`src/rtl/display_fill_arbiter.sv`:
```
// Arbitrates the display write port between CPU writes (always first) and a rectangle-fill engine.
// Optional macro DISPLAY_FILL_ABORT_EN adds the fillAbort input and fillAborted output.
module display_fill_arbiter #(
    parameter int ROW_BITS   = 7,
    parameter int COL_BITS   = 7,
    parameter int COLOR_BITS = 3
) (
    input  logic                         clk,
    input  logic                         reset,
    input  logic                         cpuWrite,
    input  logic [ROW_BITS+COL_BITS-1:0] cpuWriteAddress,
    input  logic [COLOR_BITS-1:0]        cpuWriteData,
    input  logic                         fillStart,
    input  logic [COL_BITS-1:0]          fillX0,
    input  logic [COL_BITS-1:0]          fillX1,
    input  logic [ROW_BITS-1:0]          fillY0,
    input  logic [ROW_BITS-1:0]          fillY1,
    input  logic [COLOR_BITS-1:0]        fillColor,
`ifdef DISPLAY_FILL_ABORT_EN
    input  logic                         fillAbort,
    output logic                         fillAborted,
`endif
    output logic                         fillBusy,
    output logic                         fillDone,
    output logic                         write,
    output logic [ROW_BITS+COL_BITS-1:0] writeAddress,
    output logic [COLOR_BITS-1:0]        writeData
);

    localparam int ADDR_BITS = ROW_BITS + COL_BITS;

    typedef enum logic [1:0] {IDLE, FILL, DONE} state_t;

    state_t                  state_q, state_d;
    logic [COL_BITS-1:0]     x0_q, x0_d, x1_q, x1_d, col_q, col_d;
    logic [ROW_BITS-1:0]     y0_q, y0_d, y1_q, y1_d, row_q, row_d;
    logic [COLOR_BITS-1:0]   color_q, color_d;
    logic                    write_q, write_d;
    logic [ADDR_BITS-1:0]    addr_q, addr_d;
    logic [COLOR_BITS-1:0]   data_q, data_d;
    logic                    busy_q, busy_d;
    logic                    done_q, done_d;
    logic                    abortNow;

`ifdef DISPLAY_FILL_ABORT_EN
    logic aborted_q, aborted_d;
    logic abortedOut_q, abortedOut_d;
    assign abortNow    = fillAbort;
    assign fillAborted = abortedOut_q;
`else
    assign abortNow = 1'b0;
`endif

    // Next-state, fill sweep and port mux; CPU write overrides any fill slot
    always_comb begin
        state_d = state_q;
        x0_d    = x0_q;
        x1_d    = x1_q;
        y0_d    = y0_q;
        y1_d    = y1_q;
        col_d   = col_q;
        row_d   = row_q;
        color_d = color_q;
        write_d = 1'b0;
        addr_d  = addr_q;
        data_d  = data_q;
`ifdef DISPLAY_FILL_ABORT_EN
        aborted_d = aborted_q;
`endif
        case (state_q)
            IDLE: begin
                if (fillStart) begin
                    x0_d    = fillX0;
                    x1_d    = fillX1;
                    y0_d    = fillY0;
                    y1_d    = fillY1;
                    color_d = fillColor;
                    col_d   = fillX0;
                    row_d   = fillY0;
`ifdef DISPLAY_FILL_ABORT_EN
                    aborted_d = 1'b0;
`endif
                    state_d = ((fillX0 > fillX1) || (fillY0 > fillY1)) ? DONE : FILL;
                end
            end
            FILL: begin
                if (abortNow) begin
                    state_d = DONE;
`ifdef DISPLAY_FILL_ABORT_EN
                    aborted_d = 1'b1;
`endif
                end else if (!cpuWrite) begin
                    write_d = 1'b1;
                    addr_d  = {row_q, col_q};
                    data_d  = color_q;
                    if (col_q == x1_q && row_q == y1_q) begin
                        state_d = DONE;
                    end else if (col_q == x1_q) begin
                        col_d = x0_q;
                        row_d = row_q + ROW_BITS'(1);
                    end else begin
                        col_d = col_q + COL_BITS'(1);
                    end
                end
            end
            DONE:    state_d = IDLE;
            default: state_d = IDLE;
        endcase
        if (cpuWrite) begin
            write_d = 1'b1;
            addr_d  = cpuWriteAddress;
            data_d  = cpuWriteData;
        end
        // Status outputs are registered, so they trail the state by one cycle like the write port
        busy_d = (state_d != IDLE) || (state_q != IDLE);
        done_d = (state_q == DONE);
`ifdef DISPLAY_FILL_ABORT_EN
        abortedOut_d = (state_q == DONE) && aborted_q;
`endif
    end

    always_ff @(posedge clk) begin
        if (reset) begin
            state_q <= IDLE;
            x0_q    <= '0;
            x1_q    <= '0;
            y0_q    <= '0;
            y1_q    <= '0;
            col_q   <= '0;
            row_q   <= '0;
            color_q <= '0;
            write_q <= 1'b0;
            addr_q  <= '0;
            data_q  <= '0;
            busy_q  <= 1'b0;
            done_q  <= 1'b0;
`ifdef DISPLAY_FILL_ABORT_EN
            aborted_q    <= 1'b0;
            abortedOut_q <= 1'b0;
`endif
        end else begin
            state_q <= state_d;
            x0_q    <= x0_d;
            x1_q    <= x1_d;
            y0_q    <= y0_d;
            y1_q    <= y1_d;
            col_q   <= col_d;
            row_q   <= row_d;
            color_q <= color_d;
            write_q <= write_d;
            addr_q  <= addr_d;
            data_q  <= data_d;
            busy_q  <= busy_d;
            done_q  <= done_d;
`ifdef DISPLAY_FILL_ABORT_EN
            aborted_q    <= aborted_d;
            abortedOut_q <= abortedOut_d;
`endif
        end
    end

    assign write        = write_q;
    assign writeAddress = addr_q;
    assign writeData    = data_q;
    assign fillBusy     = busy_q;
    assign fillDone     = done_q;

endmodule
```
`config.mk`:
```
export PLATFORM = sky130hd
export DESIGN_NAME = display_fill_arbiter
export DESIGN_NICKNAME = d
export VERILOG_FILES = /design/src/rtl/display_fill_arbiter.sv
export SDC_FILE = /design/constraint.sdc
export NUM_CORES = 1
export LEC_CHECK = 0
export CORE_MARGIN = 2
export CORE_UTILIZATION = 54
export DETAILED_ROUTE_END_ITERATION = 10
export PLACE_DENSITY = 0.83
export SYNTH_ARGS = -nofsm -noshare
export SYNTH_HDL_FRONTEND = slang
export SYNTH_SLANG_ARGS = --single-unit
```
`constraint.sdc`:
```
create_clock -name clk -period 4.94 [get_ports clk]
set_clock_uncertainty 0.15 [all_clocks]
set_input_delay 0.741 -clock clk [delete_from_list [all_inputs] [get_ports clk]]
set_output_delay 0.741 -clock clk [all_outputs]
set_load 0.02 [all_outputs]
```
**After elaboration in Yosys (flattened, before gate mapping)**

Index checks and enable logic that the tools add are counted.

- $lt $le $gt $ge: 2
- Divide/modulo/power cells: 0
- Multipliers: 0
- Bitwise gates (word level): 0
- Multiplexer cells: 21
- Reductions and logical operators: 11
- Add/subtract/negate cells: 2
- Shifts and indexed selects: 0
- Eq/ne operators: 8

Operators by type and width:

| cell | number |
|---|---|
| 7-bit two-way mux | 8 |
| 14-bit two-way mux | 2 |
| 7-bit case mux with 2 select lines | 2 |
| 7-bit by 1-bit adder with 7-bit output, second input constant | 2 |
| 7-bit == test | 2 |
| 7-bit greater-than comparator | 2 |
| 2-bit two-way mux | 4 |
| 2-bit inequality test, second input constant | 4 |
| 2-bit nonzero test | 4 |
| 3-bit two-way mux | 2 |
| 5-bit AND reduction | 1 |
| 2-bit case mux with 2 select lines | 1 |
| 4-bit AND reduction | 1 |
| 2-bit by 1-bit == test with 1-bit output, second input constant | 1 |
| 2-bit == test, second input constant | 1 |
| 2-bit zero test | 1 |
| 1-bit logical OR | 2 |
| 1-bit two-way mux | 2 |
| 2-bit AND reduction | 1 |
| 1-bit logical AND | 1 |

- Register bits after elaboration: 60
- Memory bits (writable): 0
- Memory bits (read-only): 0
- Latch bits: 0
- Input bits: 52
- Word-level logic and storage cells: 56
- Memories kept: 0
- Output and inout bits: 20

**Depth between registers and ports, before layout**

- Word-level depth: 7
- Mapped depth: 9
- Gate-level depth less buffers: 8

**Least setup slack after synthesis**

OpenSTA, ideal clock, no wires.

- Path kind: input port to flip-flop
- From: in fillY1[1]
- To: reg state_q[1]
- Buffers on the path: 0
- Data arrival time: 2.173 ns
- Stages: 8
- Required time: 4.673 ns
- Library setup time: 0.117 ns
- Path slack: 2.500 ns
- Path through: inv_1 > ha_1 > nor2b_1 > o21ai_0 > a21oi_1 > a2111oi_0 > o22ai_1 > a32o_1

- Word-level cells in the longest chain between the ends: 5

Ends and longest elaborated chain:

| element | line | RTL |
|---|---|---|
| from (decl) | 17 | `input logic [ROW_BITS-1:0] fillY1,` |
| 7-bit greater-than comparator | 83 | `state_d = ((fillX0 > fillX1) \|\| (fillY0 > fillY1)) ? DONE : FILL;` |
| 1-bit logical OR | 83 |  |
| 2-bit two-way mux | 83 |  |
| 2-bit two-way mux | 72 | `if (fillStart) begin` |
| 2-bit case mux with 2 select lines | 70 | `case (state_q)` |
| to (signal assigned) | 142 | `state_q <= state_d;` |
| to (decl) | 34 | `state_t state_q, state_d;` |

Every way passes these cells.
A chain may end at the register's enable or synchronous reset.

**Worst setup path after layout**

- From: in fillStart
- To: reg row_q[2]

- Word-level cells in the longest chain between the ends: 2

Ends and longest elaborated chain:

| element | line | RTL |
|---|---|---|
| from (decl) | 13 | `input logic fillStart,` |
| 2-bit inequality test (no source line) | -- |  |
| 5-bit AND reduction (no source line) | -- |  |
| to (signal assigned) | 148 | `row_q <= row_d;` |
| to (decl) | 36 | `logic [ROW_BITS-1:0] y0_q, y0_d, y1_q, y1_d, row_q, row_d;` |

Every way passes these cells.

==> out/qor.yml <==
critical_path:
  cp_max_fo: 25
  reg2regPathDepth: 6
  required_ns: 5.06
  worst_setup_path_end_kind: "flop"
  arrival_ns: 3.04
  criticalPathCategory: "input pin to flop"
  worstSetupStartpointType: "input pin"
  r2r_slack_ns: 2.40
final_layout:
  nets: 550
  final_core_util_pct: 70.3
  drive_above_1_share_pct: 6.78
  syn2layout_area_growth_pct: 27.8
  num-fill-cells: 515
  seq_area_mm2: 0.00120
  multi_input_area_mm2: 0.00181
  num_antenna_cells: 0
  finalNonFillerCells: 562
yosys:
  synth_fp_nets: 493
  synthCells: 425
  syn_area_mm2: 0.00320
  synthTopCellsByCount: "nand2_1 (103), a21oi_1 (75), dfxtp_1 (60)"
  synthFlopType: "dfxtp_1"
  synth_seq_area_share_pct: 37.5
  synth_enable_flop_cells: 0
  synthArstFlopShare_pct: 0
  syn_area_per_cell_um2: 7.53
  synth.most_common_cell: "nand2_1"
  synth_area_leaders: "dfxtp_1 (38%), nand2_1 (12%), a21oi_1 (12%), ha_1 (6.3%), nor2_1 (4.2%)"
  yosysTopAreaCell: "dfxtp_1"
  yosys_register_bits: 60
  synth_top_area_share_pct: 37.5
  ys_types: 41
  yosysWarnings: 0
routing:
  drtIter0Drc: 192
  ant_nets: 0
  first_pass_iters: 4
  wl_per_cell_um: 14.1
  drc: 0
  viasPerCell: 5.50
  routed_wl_mm: 7.91
  vias: 3091
cts:
  clk_pin_slew_worst_paths_ns: 0.07
  postCtsHoldBufs: 0
  cts_buffers: 9
  clkSinkCount: 60
  cts.path.max_buffers: 2
  cts_root_buffer: "clkbuf_8"
  clk_latency_ns: 0.35
  postCtsSetupBuffers: 0
  cts_tree: "built"
  htree_levels: 3
  ctsResizeCount: 0
sta:
  final_max_slew_viol_count: 0
  maxSlewHeadroom_pct: 32.4
  rsz0062_at_grt: "false"
  fmax_mhz: 342
  finalCriticalPeriod_ns: 2.93
  worst_pin_slew_ns: 1.01
  timing.final.crit_share_pct: 59.2
  final-hold-violation-count: 0
  setup-violations-final: 0
  tns_ns: 0
floorplanning:
  die_w_um: 81.0
  die_h_um: 81.0
  die_area_mm2: 0.00656
  boundaryPins: 72
  core_mm2: 0.00582
  rows: 28
  initial_core_util_pct: 55.0
power_and_ir_drop:
  total_power_uw: 1340
  p_per_area_mw_per_mm2: 327
  ir_drop_v: 0.000266
  p_leak_uw: 0.00159
placement:
  gp_congestion: 0.786
  dp.cells: 546
  io_buffer_count: 71
  dp_hpwl_mm: 5.43
global_route:
  grt_overflow: 0
  grt_first_pass_wirelength_mm: 12.7
  grt_pass1_vias: 2779
  grt_start_max_net_pins: 65
  grt_usage_pct: 25.2
  grt_antenna_before_repair: 0
job:
  maxCapViolations: 0
hold_path:
  worstHoldPathCells: 2
  hold_path_class: "flop to flop"
run_status:
  status: "finished clean"
==> where the power goes <==
part,leakage [uW],internal [uW],switching (uW)
registers,0.000494,527,45.8
logic,0.00100,143,169
clock network,0.0000983,245,207
total,0.00159,915,422
==> logic make-up after synthesis <==
logic type,share of synthesized area [%]
AO/OA/AOI/OAI,20.5
XOR/XNOR,5.43
adder cells (fa/ha/maj),6.25
buffers and inverters,6.06
flip-flops,37.5
multiplexers,0.352
AND/OR/NAND/NOR,23.9
==> state kept, by name, indices dropped and copies added, names as in the netlist <==
| register | count |
|---|---|
| col_q | 7 |
| color_q | 3 |
| fillBusy | 1 |
| fillDone | 1 |
| row_q | 7 |
| state_q | 2 |
| write | 1 |
| writeAddress | 14 |
| writeData | 3 |
| x0_q | 7 |
| x1_q | 7 |
| y1_q | 7 |
==> metrics by stage <==
step | worst slack (ns) | cell area (um2) | hold WS [ns]
floorplan | 2.50 | 3200 | 0.284
global placement | 1.76 | 3890 | 0.291
detailed placement | 1.70 | 3890 | 0.299
CTS | 2.06 | 4090 | 0.310
global route | 1.76 | 4090 | 0.344
finish | 2.01 | 4090 | 0.310
==> final timing paths <==
path	start	end
setup / recovery	fillStart	row_q[2]
hold / removal	x0_q[3]	x0_q[3]
setup reg to reg	state_q[0]	row_q[2]
hold reg to reg	x0_q[3]	x0_q[3]
==> layout by cell type, fill, tap and decap left out, types with 2 or more instances in the layout <==
master             n
ha_1              16
inv_1             16
nor2b_1            2
a21oi_1           75
dfxtp_1           60
clkdlybuf4s50_1   70
nand2_1          103
nand2b_1           7
a2111oi_0          2
nor3_1             5
o21ai_0            6
nand3_1            8
nor3b_1            2
nor2_1            36
buf_4              3
and3_1             2
o211ai_1           7
a311oi_2           6
clkbuf_8          10
clkinv_2           2
clkinvlp_4         2
o32ai_1            4
or2_2              3
nand4_1            4
xnor2_1           10
xor2_1             8
==> critical path, stage by stage <==
cell,delay [ns]
clkdlybuf4s50_1,0.50
nand2_1,0.50
o21ai_0,0.33
nand3_1,0.40
or2_2,0.44
a21oi_1,0.12
==> final cells by class <==
cell class	instances	share of cell area, %
clock buffer	10	3.36
multi-input combinational	321	44.1
inverter	16	1.47
clock inverter	6	1.56
tap	75	2.29
timing repair buffer	74	17.8
sequential	60	29.4
==> metal layers <==
layer / global-route usage (%) / part of all wire (%)
met1: 32.1 / 44
met2: 41.2 / 48
met3: 6.33 / 6.0
met4: 9.66 / 1.4
met5: 0 / 0
No activity file was read; power rests on OpenSTA's default activity.
